--- config.mk ---
export PLATFORM = sky130hd
export DESIGN_NAME = up_down_counter_seq
export DESIGN_NICKNAME = d
export VERILOG_FILES = /design/src/rtl/up_down_counter_seq.sv
export SDC_FILE = /design/constraint.sdc
export NUM_CORES = 1
export LEC_CHECK = 0
export ABC_AREA = 1
export BUFFER_PORTS_ARGS = -buffer_cell sky130_fd_sc_hd__buf_2
export CAP_MARGIN = 30
export CORE_MARGIN = 8
export CORE_UTILIZATION = 25
export CTS_BUF_LIST = sky130_fd_sc_hd__clkbuf_2
export CTS_CLUSTER_DIAMETER = 80
export DETAILED_ROUTE_END_ITERATION = 7
export PLACE_DENSITY = 0.48
export SETUP_SLACK_MARGIN = 0.05
export SYNTH_ARGS = -nofsm -noshare
export SYNTH_HDL_FRONTEND = slang
export SYNTH_SLANG_ARGS = --single-unit
--- constraint.sdc ---
create_clock -name clk -period 1.7 [get_ports clk]
set_input_delay 0.34 -clock clk [delete_from_list [all_inputs] [get_ports clk]]
set_output_delay 0.34 -clock clk [all_outputs]
set_load 0.1 [all_outputs]
--- src/rtl/up_down_counter_seq.sv ---
// rtl/up_down_counter_seq.sv - drives an up_down_counter to a target, dwells, then pulses done.
// Optional macro UDC_SHORTEST_PATH_EN picks the shorter modulo path; otherwise no wrap.
module up_down_counter_seq #(
  parameter int WIDTH   = 4,
  parameter int DWELL_W = 4
) (
  input  logic               clk,
  input  logic               reset,
  input  logic               req_valid,
  output logic               req_ready,
  input  logic [WIDTH-1:0]   req_target,
  input  logic [DWELL_W-1:0] req_dwell,
  input  logic               abort,
  input  logic [WIDTH-1:0]   count_in,
  output logic [1:0]         up_dwn,
  output logic               busy,
  output logic               done,
  output logic               err
);

  typedef enum logic [1:0] {IDLE, MOVE, DWELL, DONE} state_t;

  localparam logic [1:0] CODE_HOLD = 2'b00;
  localparam logic [1:0] CODE_UP   = 2'b01;
  localparam logic [1:0] CODE_DOWN = 2'b10;

  state_t             state, state_next;
  logic [WIDTH-1:0]   target;
  logic [DWELL_W-1:0] dwell_cnt;
  logic [WIDTH:0]     steps;
  logic [WIDTH:0]     steps_inc;
  logic               dir_down;
  logic               dir_pick;
  logic               accept;
  logic               at_target;
  logic               timeout;

  assign accept    = req_valid && req_ready;
  assign at_target = (count_in == target);
  assign steps_inc = steps + 1'b1;

`ifdef UDC_SHORTEST_PATH_EN
  logic [WIDTH-1:0] dist_down;
  logic [WIDTH-1:0] dist_up;
  assign dist_down = count_in - req_target;
  assign dist_up   = req_target - count_in;
  // Strict compare sends the half-way tie upward.
  assign dir_pick  = (dist_down < dist_up);
`else
  assign dir_pick  = (req_target < count_in);
`endif

  always_comb begin
    state_next = state;
    up_dwn     = CODE_HOLD;
    timeout    = 1'b0;
    req_ready  = (state == IDLE);
    busy       = (state == MOVE) || (state == DWELL);
    done       = (state == DONE);
    case (state)
      IDLE: begin
        if (accept) state_next = MOVE;
      end
      MOVE: begin
        if (abort) begin
          state_next = IDLE;
        end else if (at_target) begin
          state_next = DWELL;
        end else begin
          up_dwn = dir_down ? CODE_DOWN : CODE_UP;
          // A full lap of steps without arriving means the counter is not following.
          if (steps_inc[WIDTH]) begin
            timeout    = 1'b1;
            state_next = IDLE;
          end
        end
      end
      DWELL: begin
        if (abort) state_next = IDLE;
        else if (dwell_cnt <= DWELL_W'(1)) state_next = DONE;
      end
      DONE: begin
        state_next = IDLE;
      end
      default: state_next = IDLE;
    endcase
  end

  always_ff @(posedge clk) begin
    if (reset) begin
      state     <= IDLE;
      target    <= '0;
      dwell_cnt <= '0;
      steps     <= '0;
      dir_down  <= 1'b0;
      err       <= 1'b0;
    end else begin
      state <= state_next;
      if (accept) begin
        target    <= req_target;
        dwell_cnt <= req_dwell;
        steps     <= '0;
        dir_down  <= dir_pick;
        err       <= 1'b0;
      end
      if (state == MOVE && up_dwn != CODE_HOLD) steps <= steps_inc;
      if (state == DWELL && dwell_cnt != '0) dwell_cnt <= dwell_cnt - 1'b1;
      if (timeout) err <= 1'b1;
    end
  end

endmodule

==> reports/metrics.yaml, run 1 <==
outcome:
  status: "finished clean"
timing:
  rsz0062_at_grt: "true"
  finalHoldViolCount: 0
  finalSetupViolations: 0
  relSlewSlack_pct: 67.6
  fmax_mhz: 590
  hold_ws_ps: 308
  slew_viol_final: 0
  finalCriticalPeriod_ps: 1700
  fin_ws_ps: 4.59
  finalClockSkew_ps: 6.47
  fin_setup_tns_ps: 0
  period_share_pct: 99.7
  worst_slew_pin_slew_ps: 489
finish:
  drive_gt1_share_pct: 37.1
  area_growth_syn_to_layout_pct: 37.5
  fin_cells: 228
  fin_nets: 206
  antenna_cells: 0
detailed_routing:
  wl_um: 2540
  postRouteAntennaNets: 0
  post-route-drc-count: 0
  vias_per_cell: 4.44
  num_vias: 1012
  routedWlPerCell_um: 11.2
  first_pass_iters: 4
  drt_iter0_markers: 33
floorplan:
  io_pins: 22
  num_rows: 23
  dieArea_mm2: 0.00650
  die_height_um: 80.6
  start_util_pct: 26.1
  die-width_um: 80.6
  core_mm2: 0.00400
pwr:
  power_mw: 1.01
  p_sw_share_pct: 37.4
  clkPwrFrac_pct: 18.4
  pwr_density_cell_mw_per_mm2: 707
  switchingPower_mw: 0.379
  ir_drop_mv: 0.296
  power.internal_mw: 0.636
  pwr-share-comb_pct: 37.4
  p_leak_nw: 0.644
  p_seq_share_pct: 44.3
worst_setup_path:
  cp_top_family: "flip-flops"
  cp_slowest_stage_delay_ps: 390
  crit_required_ps: 1360
  crit_path_end_kind: "output pin"
  critPathKind: "reg2out"
  cpMostUsedCell: "nor2_4"
  crit_path_start_kind: "flip-flop"
  arrival_ps: 1360
  cp_max_fo: 3
  path_cells: "inv_4 > ha_4 > inv_2 > nor2_4 > nand2_4 > nor2_4 > buf_12"
  path_buf_inv: 3
  cpMaxStageDelayCell: "dfxtp_4"
synth:
  synth_most_common_cell: "nand2_1"
  syn-num-nets: 175
  synth_edf_count: 0
  synth_area_leaders: "dfxtp_1 (33%), nand2_1 (13%), ha_1 (13%), a21oi_1 (7.7%), inv_1 (7.2%)"
  synth_top_area_share_pct: 32.6
  synth_ff_type: "dfxtp_1"
  yosysWarnings: 0
  syn-cell-area_mm2: 0.00104
  syn_area_per_cell_um2: 7.05
  async_reset_ff_share_pct: 0
  synth_seq_area_share_pct: 32.6
  ys_seq_elements: 17
  synth_area_leader_cell: "dfxtp_1"
  synth_commonest_cells: "nand2_1 (37), inv_1 (20), dfxtp_1 (17)"
  synth_cells: 148
  yosysUniqueCellTypes: 26
clock_network:
  clk_pin_slew_worst_paths_ps: 170
  holdBufCountCts: 0
  cts_buffers: 3
  clockBufferDepth: 2
  clock_latency_ps: 280
  ctsRootBufferMaster: "clkbuf_2"
  cts_tree: "yes"
  h-tree-depth: 1
  cts_sinks: 17
placed_design:
  hpwl_um: 1980
  numPlacedInstances: 218
  portBuffers: 21
  place_ws_ps: 99.9
  routabilityCongestion: 0.775
global_routing:
  grt_max_degree: 11
  antenna_found_initial: 0
  globalRouteTotalUtil_pct: 8.34
  gr-total-overflow: 0
  grt_pass1_wl_um: 4340
  grt_pass1_vias: 1028
worst_hold_path:
  hold_path_class: "in2reg"
job:
  cap_viol_max_count: 0
metrics by stage:
| stage | cell area, um^2 | utilization (%) |
|---|---|---|
| after floorplan | 1090 | - |
| after global placement | 1320 | 33.0 |
| after detailed placement | 1320 | 33.0 |
| after CTS | 1400 | 35.0 |
| after global routing | 1440 | 35.9 |
| final | 1440 | 35.9 |
kinds of logic (layout without fill, tap and decap cells):
kind of cell	count (synthesis)	after routing	synth area share, %
flip-flops	17	17	32.6
buffers and inverters	24	54	8.75
XOR/XNOR	3	3	2.52
AND/OR/NAND/NOR	61	61	24.9
AO/OA/AOI/OAI	32	32	18.0
adder cells (fa/ha/maj)	11	11	13.2
layout by cell type (no fill, tap or decap), types with 2 or more instances in the layout:
| master | Yosys | layout |
|---|---|---|
| a21oi_1 | 16 | 16 |
| a31oi_1 | 2 | 2 |
| buf_12 | 0 | 4 |
| buf_2 | 0 | 16 |
| buf_4 | 0 | 7 |
| clkbuf_2 | 0 | 4 |
| dfxtp_1 | 17 | 11 |
| dfxtp_2 | 0 | 5 |
| ha_1 | 11 | 9 |
| ha_4 | 0 | 2 |
| inv_1 | 20 | 16 |
| inv_2 | 1 | 4 |
| nand2_1 | 37 | 31 |
| nand2_2 | 3 | 8 |
| nand3_1 | 4 | 4 |
| nor2_1 | 11 | 5 |
| nor2_2 | 1 | 3 |
| nor2_4 | 0 | 4 |
| o211ai_1 | 2 | 2 |
| o21ai_0 | 8 | 8 |
| xor2_1 | 2 | 2 |
worst reg2reg max path: stages (launching register included):
cell and delay (ps):
dfxtp_4 400, inv_4 40, buf_4 130, ha_4 170, nand2_1 160, inv_1 130, nor2_2 180, nand2_1 70
a31oi_1 160
state kept, by name (all words and copies together), names as in the netlist:
| register | count |
|---|---|
| steps | 5 |
| dwell_cnt | 4 |
| target | 4 |
| state | 2 |
| dir_down | 1 |
| err | 1 |
final timing paths:
check / start / to / slack (ps) / depth (start not counted)
setup reg to reg: state[1] / dwell_cnt[1] / 210 / 8
hold reg to reg: err / err / 480 / 2
hold / removal: req_dwell[1] / dwell_cnt[1] / 310 / 3
setup / recovery: state[1] / up_dwn[1] / 5 / 7
repair_timing:
item                       CTS  global route
gates cloned                 0             0
pin swaps                    5             9
gates resized for setup      9            13
setup buffers                5             1
setup endpoints to repair    4             5
layer usage:
layer	global-route usage [%]	part of all wire (%)	vias up
li1	-	-	534
met1	9.52	42	461
met2	14.0	52	15
met3	2.57	5.1	2
met4	3.45	0.63	0
met5	0	0	-
power by group through the flow:
stage	combinational, mW	clock [mW]	sequential [mW]
global route	0.417	0.218	0.453
global placement	0.345	0	0.455
finish	0.379	0.186	0.449
detailed placement	0.349	0	0.456
floorplan	0.254	0	0.451
CTS	0.368	0.199	0.447
final cells by class:
type	count	area [um^2]
Tap cell	50	62.6
Timing Repair Buffer	28	224
Fill cell	430	2560
Inverter	22	86.3
Multi-Input combinational cell	107	692
Sequential cell	17	350
Clock buffer	4	20.0
(Power assumes the default switching activity.)
==> inputs of run 2 (changes only) <==
- ABC_AREA: 1 -> 0
==> reports/metrics.yaml, run 2 <==
finish:
  seq_area_um2: 348
  layout_common_cells: "nand2_1 (16), buf_2 (16), dfxtp_1 (13)"
  nFillCells: 428
  fin_nets: 185
  drive_gt1_share_pct: 42.7
  antenna_cells: 0
  multi_input_area_um2: 769
  area_growth_syn_to_layout_pct: 44.8
  top_register: "steps"
  largestRegisters: "steps x5, dwell_cnt x4, target x4"
  final_util_pct: 37.6
  largest_reg_flops: 5
synth:
  synth_seq_area_share_pct: 32.8
  synth-simple-area-share_pct: 19.9
  synth_area_leader_cell: "dfxtp_1"
  synth_compound_area_share_pct: 21.6
  async_reset_ff_share_pct: 0
  syn-cell-area_mm2: 0.00104
  yosysUniqueCellTypes: 33
  yosys.area_share.adder_pct: 13.3
  synth_mux_area_share_pct: 2.89
  synth_top_area_share_pct: 32.8
  syn_area_per_cell_um2: 8.37
  synth_top_family_by_area: "compound AO/OA/AOI/OAI gates"
  syn-num-nets: 151
  synth_cells: 124
  synth_ff_type: "dfxtp_1"
  yosysWarnings: 0
  ys_seq_elements: 17
  synth_commonest_cells: "dfxtp_1 (17), nand2_1 (16), a21oi_1 (12)"
  synth_area_leaders: "dfxtp_1 (33%), ha_1 (13%), a21oi_1 (5.8%), nand2_1 (5.8%), nor2_1 (4.0%)"
  synth_edf_count: 0
  synth_most_common_cell: "dfxtp_1"
  synth_xor_area_share_pct: 4.22
timing:
  finalCriticalPeriod_ps: 1820
  finalSetupViolations: 2
  rsz0062_at_grt: "true"
  finalHoldViolCount: 0
  worst_slew_pin_slew_ps: 491
  period_share_pct: 107
  fmax_mhz: 550
  finalClockSkew_ps: 4.75
  relSlewSlack_pct: 67.5
  slew_viol_final: 0
  hold_ws_ps: 268
  fin_ws_ps: -117
clock_network:
  cts_buffers: 3
  h-tree-depth: 1
  clock_latency_ps: 290
  ctsRootBufferMaster: "clkbuf_2"
  clk_pin_slew_worst_paths_ps: 160
  cts_tree: "yes"
  clockBufferDepth: 2
  holdBufCountCts: 0
  cts_sinks: 17
global_routing:
  grt_max_degree: 18
  grt_pass1_wl_um: 4350
  grt_pass1_vias: 958
  antenna_found_initial: 0
  gr-total-overflow: 0
  globalRouteTotalUtil_pct: 8.37
detailed_routing:
  post-route-drc-count: 0
  wl_um: 2680
  first_pass_iters: 4
  num_vias: 954
  vias_per_cell: 4.61
  routedWlPerCell_um: 13.0
  drt_iter0_markers: 37
  postRouteAntennaNets: 0
floorplan:
  io_pins: 22
  num_rows: 23
  die-width_um: 80.5
  dieArea_mm2: 0.00647
  core_mm2: 0.00400
  die_height_um: 80.5
  start_util_pct: 26.0
pwr:
  p_leak_nw: 0.614
  pwr_density_cell_mw_per_mm2: 686
  ir_drop_mv: 0.368
worst_hold_path:
  hold_path_class: "in2reg"
worst_setup_path:
  cp_max_fo: 3
  cpMaxStageDelayCell: "dfxtp_2"
  crit_required_ps: 1360
  crit_path_end_kind: "output pin"
  path_cells: "inv_2 > ha_4 > nand2b_4 > a41oi_2 > nor2b_4 > buf_12"
  arrival_ps: 1480
  path_buf_inv: 2
  cp_top_family: "flip-flops"
  critPathKind: "reg2out"
  crit_path_start_kind: "flip-flop"
  cp_slowest_stage_delay_ps: 350
outcome:
  status: "finished with violations"
  violations: "setup timing"
placed_design:
  hpwl_um: 2020
  portBuffers: 21
  routabilityCongestion: 0.772
job:
  cap_viol_max_count: 0
run 2: cell count changes after synthesis, moves of 3 or more:
| cell | change |
|---|---|
| nand2b_1 | +4 |
| xnor2_1 | +3 |
| a211oi_1 | +5 |
| a21oi_1 | -4 |
| inv_1 | -10 |
| mux2i_1 | +3 |
| nand2_2 | -3 |
| nand2_1 | -21 |
| nor2b_1 | +3 |
| o21ai_0 | -8 |
run 2: cells by family after synthesis:
| kind of cell | after synthesis |
|---|---|
| fa+ha+maj | 11 |
| mux | 3 |
| flops | 17 |
| compound gates | 30 |
| simple gates | 44 |
| xor+xnor | 5 |
| buf+inv | 14 |
run 2: routing by layer:
layer / part of all wire, % / vias to the layer above / track usage, %
met5: 0 / - / 0
li1: - / 495 / -
met4: 0 / 0 / 1.09
met3: 5.5 / 0 / 3.79
met1: 45 / 443 / 9.97
met2: 50 / 16 / 13.7
run 2: report_power, final:
part	internal [mW]	switching [mW]	leakage, nW
Combinational	0.175	0.224	0.457
Sequential	0.423	0.0227	0.141
Clock	0.0623	0.125	0.0166
run 2: tightest hold or removal path, cell delays in order:
cell and delay (ps):
buf_2 100, nand2_1 50, a21oi_1 50
run 2: final timing paths:
path	start	end	slack, ps	cells after the start
setup / recovery	state[1]	up_dwn[0]	-120	6
hold / removal	req_target[0]	target[0]	270	3
setup reg to reg	state[0]	dwell_cnt[3]	120	7
hold reg to reg	err	err	480	2
run 2: metrics by stage:
stage	setup TNS [ps]	worst slack [ps]	power (mW)	cells	area [um^2]
2_1_floorplan	-226	-143	0.699	124	1080
3_3_place_gp	0	33.7	0.799	195	1320
3_5_place_dp	-94.2	-58.9	0.806	195	1320
4_1_cts	-308	-154	1.02	202	1400
5_1_grt	-445	-227	1.10	207	1500
6_report	-226	-117	1.03	207	1500
run 2: cell type report:
type / instances / area share [%]
Clock buffer: 4 / 1.33
Inverter: 10 / 2.83
Multi-Input combinational cell: 93 / 51.2
Sequential cell: 17 / 23.1
Tap cell: 50 / 4.16
Timing Repair Buffer: 33 / 17.4
run 2: timing repair:
| action | CTS | global route |
|---|---|---|
| setup endpoints to repair | 2 | 10 |
| resized for setup | 9 | 16 |
| pin swaps | 2 | 5 |
| buffers inserted | 3 | 5 |
